[config.mk]
export PLATFORM = sky130hd
export DESIGN_NAME = eth_pkt_wr_arbiter
export DESIGN_NICKNAME = d
export VERILOG_FILES = /design/src/rtl/eth_pkt_wr_arbiter.sv
export SDC_FILE = /design/constraint.sdc
export NUM_CORES = 1
export LEC_CHECK = 0
export CORE_AREA = 2 2 84 86
export DETAILED_ROUTE_END_ITERATION = 12
export DIE_AREA = 0 0 86 88
export HOLD_SLACK_MARGIN = 0.06
export PLACE_DENSITY_LB_ADDON = 0.1
export SLEW_MARGIN = 0
export SYNTH_ARGS = -nofsm -noshare
export SYNTH_HDL_FRONTEND = slang
export SYNTH_SLANG_ARGS = --single-unit
[constraint.sdc]
create_clock -name wr_clk -period 6.7 [get_ports wr_clk]
set_clock_uncertainty 0.05 [all_clocks]
set_input_delay 2.01 -clock wr_clk [delete_from_list [all_inputs] [get_ports wr_clk]]
set_output_delay 2.01 -clock wr_clk [all_outputs]
set_load 0.01 [all_outputs]
[src/rtl/eth_pkt_wr_arbiter.sv]
// Packet-atomic round-robin arbiter for the Ethernet packet FIFO write port.
// One source owns the FIFO from grant until its last beat, so packets never interleave.
// Each FIFO word is tagged {last, src_id, data}; over-long packets are cut at MAX_BEATS
// and the remainder of the source packet is drained without writing.
module eth_pkt_wr_arbiter #(
   parameter int unsigned N_SRC     = 2,
   parameter int unsigned DW        = 32,
   parameter int unsigned MAX_BEATS = 1024
) (
   input  logic                wr_clk,
   input  logic                wr_rst,
   input  logic                enable,
   input  logic [N_SRC*DW-1:0] src_data,
   input  logic [N_SRC-1:0]    src_valid,
   input  logic [N_SRC-1:0]    src_last,
   output logic [N_SRC-1:0]    src_ready,
   output logic [DW+2:0]       fifo_wr_data,
   output logic                fifo_wr_en,
   input  logic                fifo_wr_vld,
   output logic                busy,
   output logic [15:0]         pkt_cnt,
   output logic [7:0]          trunc_cnt
);

   localparam int unsigned FW          = DW + 3;
   localparam logic [15:0] LastBeatIdx = 16'(MAX_BEATS - 1);
   localparam logic [1:0]  LastSrc     = 2'(N_SRC - 1);

   typedef enum logic [1:0] {StIdle, StBurst, StDrop} state_e;

   state_e        state;
   logic [1:0]    grant;
   logic [1:0]    last_grant;
   logic [15:0]   beat_cnt;

   // Sources widened to 4 so a 2-bit grant can index without range issues.
   logic [3:0]    valid_pad;
   logic [3:0]    last_pad;
   logic [DW-1:0] data_arr [4];

   logic [1:0]    cand;
   logic [1:0]    arb_idx;
   logic          arb_hit;
   logic          at_max;
   logic          last_out;
   logic          ready_any;
   logic [FW-1:0] wr_word;

   assign valid_pad = 4'(src_valid);
   assign last_pad  = 4'(src_last);

   for (genvar gi = 0; gi < 4; gi++) begin : g_pad
      if (gi < N_SRC) begin : g_used
         assign data_arr[gi] = src_data[gi*DW +: DW];
      end else begin : g_unused
         assign data_arr[gi] = '0;
      end
   end

   // Round-robin pick: first valid source after last_grant, wrapping modulo N_SRC.
   always_comb begin
      cand    = '0;
      arb_hit = 1'b0;
      arb_idx = LastSrc;
      for (int unsigned k = 1; k <= N_SRC; k++) begin
         cand = 2'((32'(last_grant) + k) % N_SRC);
         if (!arb_hit && valid_pad[cand]) begin
            arb_hit = 1'b1;
            arb_idx = cand;
         end
      end
   end

   assign at_max   = (beat_cnt == LastBeatIdx);
   assign last_out = last_pad[grant] | at_max;

   // Handshake and FIFO write path; forced quiet while reset is asserted so an
   // abandoned packet cannot leak a beat in the reset cycle.
   always_comb begin
      ready_any  = 1'b0;
      fifo_wr_en = 1'b0;
      wr_word    = '0;
      src_ready  = '0;
      if (!wr_rst) begin
         case (state)
            StBurst: begin
               ready_any  = fifo_wr_vld;
               fifo_wr_en = valid_pad[grant] & fifo_wr_vld;
               wr_word    = {last_out, grant, data_arr[grant]};
            end
            StDrop: begin
               ready_any = 1'b1;
            end
            default: begin
               ready_any = 1'b0;
            end
         endcase
      end
      for (int unsigned i = 0; i < N_SRC; i++) begin
         src_ready[i] = (32'(grant) == i) & ready_any;
      end
   end

   assign fifo_wr_data = wr_word;

   // Arbitration FSM with beat/packet/truncation counters and registered busy.
   always_ff @(posedge wr_clk) begin
      if (wr_rst) begin
         state      <= StIdle;
         grant      <= '0;
         last_grant <= LastSrc;
         beat_cnt   <= '0;
         pkt_cnt    <= '0;
         trunc_cnt  <= '0;
         busy       <= 1'b0;
      end else begin
         case (state)
            StIdle: begin
               if (enable && arb_hit) begin
                  grant      <= arb_idx;
                  last_grant <= arb_idx;
                  beat_cnt   <= '0;
                  state      <= StBurst;
                  busy       <= 1'b1;
               end
            end
            StBurst: begin
               if (fifo_wr_en) begin
                  beat_cnt <= beat_cnt + 16'd1;
                  if (last_pad[grant]) begin
                     pkt_cnt <= pkt_cnt + 16'd1;
                     state   <= StIdle;
                     busy    <= 1'b0;
                  end else if (at_max) begin
                     // Packet cut short: the written copy is closed here, rest is drained.
                     pkt_cnt <= pkt_cnt + 16'd1;
                     if (trunc_cnt != 8'hFF) begin
                        trunc_cnt <= trunc_cnt + 8'd1;
                     end
                     state <= StDrop;
                  end
               end
            end
            StDrop: begin
               if (valid_pad[grant] && last_pad[grant]) begin
                  state <= StIdle;
                  busy  <= 1'b0;
               end
            end
            default: begin
               state <= StIdle;
               busy  <= 1'b0;
            end
         endcase
      end
   end

endmodule

-- Yosys cells after proc, flatten, opt, wreduce, memory -nomap -nowiden
Index checks and enable logic that the tools add are counted.
- equality and inequality tests: 10
- order comparisons: 4
- reductions and logical operators: 14
- add/subtract/negate cells: 5
- muxes and demuxes: 37
- bitwise operators: 6
- operators with widths (kind ; number):
    35-bit 2-to-1 mux ; 2
    32-bit binary-select mux with 2-bit select ; 1
    16-bit 2-to-1 mux ; 4
    32-bit 2-to-1 mux ; 2
    16-bit by 1-bit adder with 16-bit output, second input constant ; 2
    16-bit case mux with 2 select lines ; 1
    1-bit 2-to-1 mux ; 17
    16-bit by 10-bit equality test with 1-bit output, second input constant ; 1
    2-bit 2-to-1 mux ; 5
    1-bit by 3-bit < comparator with 1-bit output, second input constant ; 3
    8-bit by 1-bit adder with 8-bit output, second input constant ; 1
    2-bit != test, second input constant ; 4
    8-bit != test, second input constant ; 1
    4-bit AND reduction ; 2
    2-bit case mux with 3 select lines ; 1
    3-bit AND reduction ; 2
    5-bit AND reduction ; 1
    1-bit binary-select mux with 2-bit select ; 2
    2-bit logical NOT ; 2
    2-bit nonzero test ; 2
    1-bit AND ; 3
    3-bit >= comparator, second input constant ; 1
    1-bit logical AND ; 3
    3-bit != test, second input constant ; 1
    other kinds (11) ; 12
- register bits after elaboration: 45
- input port bits: 72
- logic and storage cells: 83

-- Depth between registers and ports, before layout
- depth in word-level cells: 10
- depth in mapped cells: 9
- depth with buffers taken out: 8

-- Least setup slack after synthesis
No wires, ideal clock.
- kind: input-to-output
- start point: input port wr_rst
- end point: output port src_ready[1]
- path buffers: 2
- data required time: 4.640 ns
- arrival: 2.864 ns
- stages: 3
- setup slack: 1.776 ns
- path through: clkbuf_1 > clkbuf_1 > nor4b_1
- word-level cells in the longest chain between the ends: 2
- RTL lines (what ; line ; source):
    from (decl) ; 11 ; input logic wr_rst,
    1-bit 2-to-1 mux ; 84 ; if (!wr_rst) begin
    1-bit AND ; 100 ; src_ready[i] = (32'(grant) == i) & ready_any;
    to (decl) ; 16 ; output logic [N_SRC-1:0] src_ready,
Every way passes these cells.

-- Final worst setup path
- start point: input port src_valid[0]
- end point: output port fifo_wr_en
- word-level cells in the longest chain between the ends: 5
- RTL lines (what ; line ; source):
    from (decl) ; 14 ; input logic [N_SRC-1:0] src_valid,
    1-bit binary-select mux with 2-bit select ; 88 ; fifo_wr_en = valid_pad[grant] & fifo_wr_vld;
    1-bit 2-to-1 mux (not written as such) ; 88 ;
    1-bit AND ; 88 ;
    1-bit 2-to-1 mux ; 85 ; case (state)
    1-bit 2-to-1 mux ; 84 ;
    to (decl) ; 18 ; output logic fifo_wr_en,
Every way passes these cells. The select of a mux whose other input is x is not followed.

==> results.md <==
Status:
- The flow ran to the end, and the final reports show no timing, DRC or antenna violations.

Power:
- In this run the power density over the cells is 179 nW/um^2.
- The leakage power of the design is approximately 0.0015 uW.
- IR analysis of the VDD net gives a maximum drop of 100 uV.

Logic synthesis:
- The area of the mapped netlist is 2910 um^2.
- The net count after synthesis is roughly 440.
- By count the netlist is led by sky130_fd_sc_hd__nor2_1 (70), sky130_fd_sc_hd__dfxtp_1 (45), sky130_fd_sc_hd__mux2i_1 (39).
- The number of warning messages in the yosys log is 0.
- The synthesized design contains 0 enable-type register cells.
- After synthesis, the share of flip-flops with an asynchronous set or reset is 0%.
- Sequential elements use between 30% and 40% of the synthesized area.
- The library cell with the largest summed area after synthesis is sky130_fd_sc_hd__dfxtp_1.
- In the post-synthesis netlist, the cell with the most instances is sky130_fd_sc_hd__nor2_1.
- Synthesis produced 364 cells.
- Dividing the synthesized area by the synthesized cell count gives 7.99 um^2.
- The most used flip-flop cell after synthesis is sky130_fd_sc_hd__dfxtp_1.
- Ranked by total cell area, the synthesized netlist is headed by sky130_fd_sc_hd__dfxtp_1 (31%), sky130_fd_sc_hd__mux2i_1 (13%), sky130_fd_sc_hd__nor2_1 (9.0%).
- Counting flops and latches in the post-synthesis netlist gives between 40 and 50.
- After synthesis, the netlist uses 45 different library cells.
- The share of synthesized area in the top cell type comes to 31.0%.

GRT:
- Global routing finished with a remaining overflow of 0.
- The number of global-route vias before repair is ~3000.
- The global-route wire length before repair is 13700 um.
- The initial antenna violation count came to 0.
- The global-route usage over all layers is a little under a quarter.
- Entering global routing, the biggest net connects 40 pins.

Run:
- The tool flagged a number of max-cap violations equal to 0.

Clocking:
- The TritonCTS sink count is 45.
- The latest clock arrival within the worst-skew pair is about 300 ps.
- The CTS tree is done.
- In this run, CTS created clock tree buffers numbering 5.
- The count of H-tree levels built during CTS is 2.
- After clock tree synthesis, the clock-pin slew on the worst setup and hold paths is 80 ps.
- The clock passes through at most 2 buffers.
- The total of hold buffers inserted after clock tree synthesis is 0.
- In this run the post-CTS setup repair buffer count came out at 0.
- The number of instances resized during post-cts repair is 0.
- The clock root buffer master is sky130_fd_sc_hd__clkbuf_8.

Placement:
- In this run the tool buffered the top-level ports with between 100 and 150 buffer cells.
- Routability-driven placement finished with a final weighted congestion of slightly above 0.8.
- The HPWL after detailed placement is 6700 um.
- The worst slack at placement is 670 ps.

Setup path:
- In this design, the largest share of critical-path delay is due to buffers and inverters.
- Walking the worst path, the cells encountered are clkdlybuf4s50_1, mux2i_1, or3_1, inv_1, clkdlybuf4s50_1.
- The sort of element at the end of the critical path is an output port.
- The startpoint identified for the worst register-to-register timing path is state[1].
- The critical path crosses 5 cells after its start point.
- In this run the critical register-to-register path is captured at pkt_cnt[15].
- The worst endpoint required time is around 4600 ps.
- STA puts the critical path data arrival time at ~4000 ps.
- The most frequent cell on the critical path is sky130_fd_sc_hd__clkdlybuf4s50_1.
- Along the worst path, the maximum fanout reaches 10.
- The worst setup path is launched from a primary input.
- By startpoint and endpoint, the worst setup path is classified as in2out.
- The largest incremental delay on the critical path is 560 ps.
- The number of buffers and inverters on the critical path is 3.
- For the worst flop-to-flop path, the logic depth is 8.
- Tracing the worst setup path back leads to its startpoint at src_valid[0].
- The setup slack on the worst flop-to-flop path is 3270 ps.
- Among all stages on the critical path, the largest delay is contributed by sky130_fd_sc_hd__clkdlybuf4s50_1.
- In this run the worst setup path terminates at fifo_wr_en.

Routing:
- The via count is 3085.
- In the detailed route, the total length drawn on met2 is around 4500 um.
- Summed over all nets, wire length on met3 after detailed routing comes to 664 um.
- Using the TritonRoute via totals, the vias-per-cell ratio works out to 5.44.
- In the final routing, the length of wire on met1 measures approximately 3400 um.
- The highest layer touched by signal routing is met4.
- The number of DRC violations after detailed-routing iteration 0 is 112.
- For this run, design rule violations remaining after detail routing come to 0.
- The post-detailed-route wirelength per cell is 15.4 um.
- The final routed wirelength across all metal layers is 8710 um.
- The pre-antenna-repair detailed-routing pass consisted of 4 iterations.
- In this run the remaining antenna-violating nets after routing total 0.

Final layout:
- The area growth from synthesis to layout is 50.9%.
- The number of diodes added for antenna fixing is 0.
- The post-route netlist has under 10% of its cells at a drive strength greater than 1.
- The multi-input combinational cell area is 1880 um^2.
- In the final design database the tool counted 564 nets.
- The final design utilization is about two thirds.
- The storage element area is 902 um^2.
- The filler cells instantiated in the layout total about 600.

Floorplanning:
- The die is 88 um tall.
- The count of boundary I/O pins is 135.
- The starting density of the core is between 40% and 50%.
- The floorplan step set the die width to 86 um.
- The number of rows in the core area is 30.
- The region available for standard cell placement spans 6640 um^2.
- The die covers 7570 um^2.

Timing:
- Setup violations remaining at the end of the flow were counted as 0.
- The achievable clock frequency is 166 MHz.
- The worst path uses 89.8% of the clock period.
- Setup repair after global routing left no endpoint under its margin.
- The post-route minimum period is 6020 ps.
- The worst relative slew slack is 32.5%.
- Across all setup checks in the final design, the least slack found is a little under 700 ps.
- At the pin with the least slew margin, the transition time is 1010 ps.
- In the final timing run, aggregate negative setup slack is 0 ps.
- The final hold violation count was 0.
- The max-slew violation total from the final report is 0.

Worst hold path:
- The path category of the worst min-delay check is reg2reg.
==> where the power goes <==
group	switching [uW]	internal [uW]
logic	146	137
registers	14.2	277
clock network	91.1	122
==> through the flow <==
stage | hold slack [ps] | std cells | power [uW] | instance area, um^2
global route | 479 | 567 | 832 | 4390
CTS | 452 | 567 | 793 | 4390
floorplan | 405 | 364 | 456 | 2910
finish | 451 | 567 | 788 | 4390
detailed placement | 436 | 559 | 583 | 4270
global placement | 417 | 559 | 579 | 4270
==> sequential cells by signal, indices dropped and copies added (netlist names) <==
register,flops
beat_cnt,16
pkt_cnt,16
trunc_cnt,8
state,2
busy,1
grant,1
last_grant,1
==> worst min-delay path by stage <==
stage | startpoint | end | slack (ps) | cells after the start
6_report | last_grant[0] | last_grant[0] | 450 | 1
5_1_grt | beat_cnt[0] | beat_cnt[0] | 480 | 2
4_1_cts | last_grant[0] | last_grant[0] | 450 | 1
3_5_place_dp | last_grant[0] | last_grant[0] | 440 | 1
3_3_place_gp | last_grant[0] | last_grant[0] | 420 | 1
2_1_floorplan | beat_cnt[5] | beat_cnt[5] | 410 | 1
==> metal layers <==
layer / global-route usage [%] / up-vias
li1: - / 1543
met1: 25.7 / 1427
met2: 39.9 / 99
met3: 7.63 / 16
met4: 8.37 / 0
met5: 0 / -
==> final cells by class <==
| class | count | area share, % |
|---|---|---|
| Tap cell | 80 | 2.28 |
| Timing Repair Buffer | 137 | 31.0 |
| Sequential cell | 45 | 20.6 |
| Inverter | 9 | 0.770 |
| Multi-Input combinational cell | 288 | 42.7 |
| Clock buffer | 7 | 1.97 |
| Clock inverter | 1 | 0.684 |
==> cell families (layout without fill, tap and decap cells) <==
group / count (synthesis) / count (layout) / share of synthesized area (%)
and+or+nand+nor: 163 / 163 / 28.3
AOI/OAI and AO/OA: 53 / 53 / 11.8
DFF: 45 / 45 / 31.0
muxes: 43 / 43 / 15.1
buffers and inverters: 31 / 154 / 4.52
xor gates and xnor gates: 22 / 22 / 6.63
adders and majority gates: 6 / 6 / 2.58
other: 1 / 1 / 0.129
==> cells in the final DEF (no fill, tap or decap), types with 3 or more instances in the layout <==
cell type                         synthesis  routed
sky130_fd_sc_hd__a2111oi_0                4       4
sky130_fd_sc_hd__a21oi_1                 17      17
sky130_fd_sc_hd__and2_1                   5       5
sky130_fd_sc_hd__and3_1                   6       6
sky130_fd_sc_hd__and4_1                   7       7
sky130_fd_sc_hd__buf_4                    2       4
sky130_fd_sc_hd__clkbuf_8                 0       6
sky130_fd_sc_hd__clkdlybuf4s50_1          0     133
sky130_fd_sc_hd__dfxtp_1                 45      44
sky130_fd_sc_hd__ha_1                     6       6
sky130_fd_sc_hd__inv_1                    9       9
sky130_fd_sc_hd__mux2_2                   3       3
sky130_fd_sc_hd__mux2i_1                 39      39
sky130_fd_sc_hd__nand2_1                 19      19
sky130_fd_sc_hd__nand2b_1                 4       4
sky130_fd_sc_hd__nand3_1                 13      13
sky130_fd_sc_hd__nand4_1                 11      11
sky130_fd_sc_hd__nor2_1                  70      70
sky130_fd_sc_hd__nor2b_1                  4       4
sky130_fd_sc_hd__nor4_1                   5       5
sky130_fd_sc_hd__nor4b_1                  4       4
sky130_fd_sc_hd__o2111ai_1                4       4
sky130_fd_sc_hd__o211ai_1                 6       6
sky130_fd_sc_hd__o21ai_0                 12      11
sky130_fd_sc_hd__or3_1                    6       6
sky130_fd_sc_hd__xnor2_1                  8       8
sky130_fd_sc_hd__xor2_1                  14      14
Power figures use the tool's default switching activity.
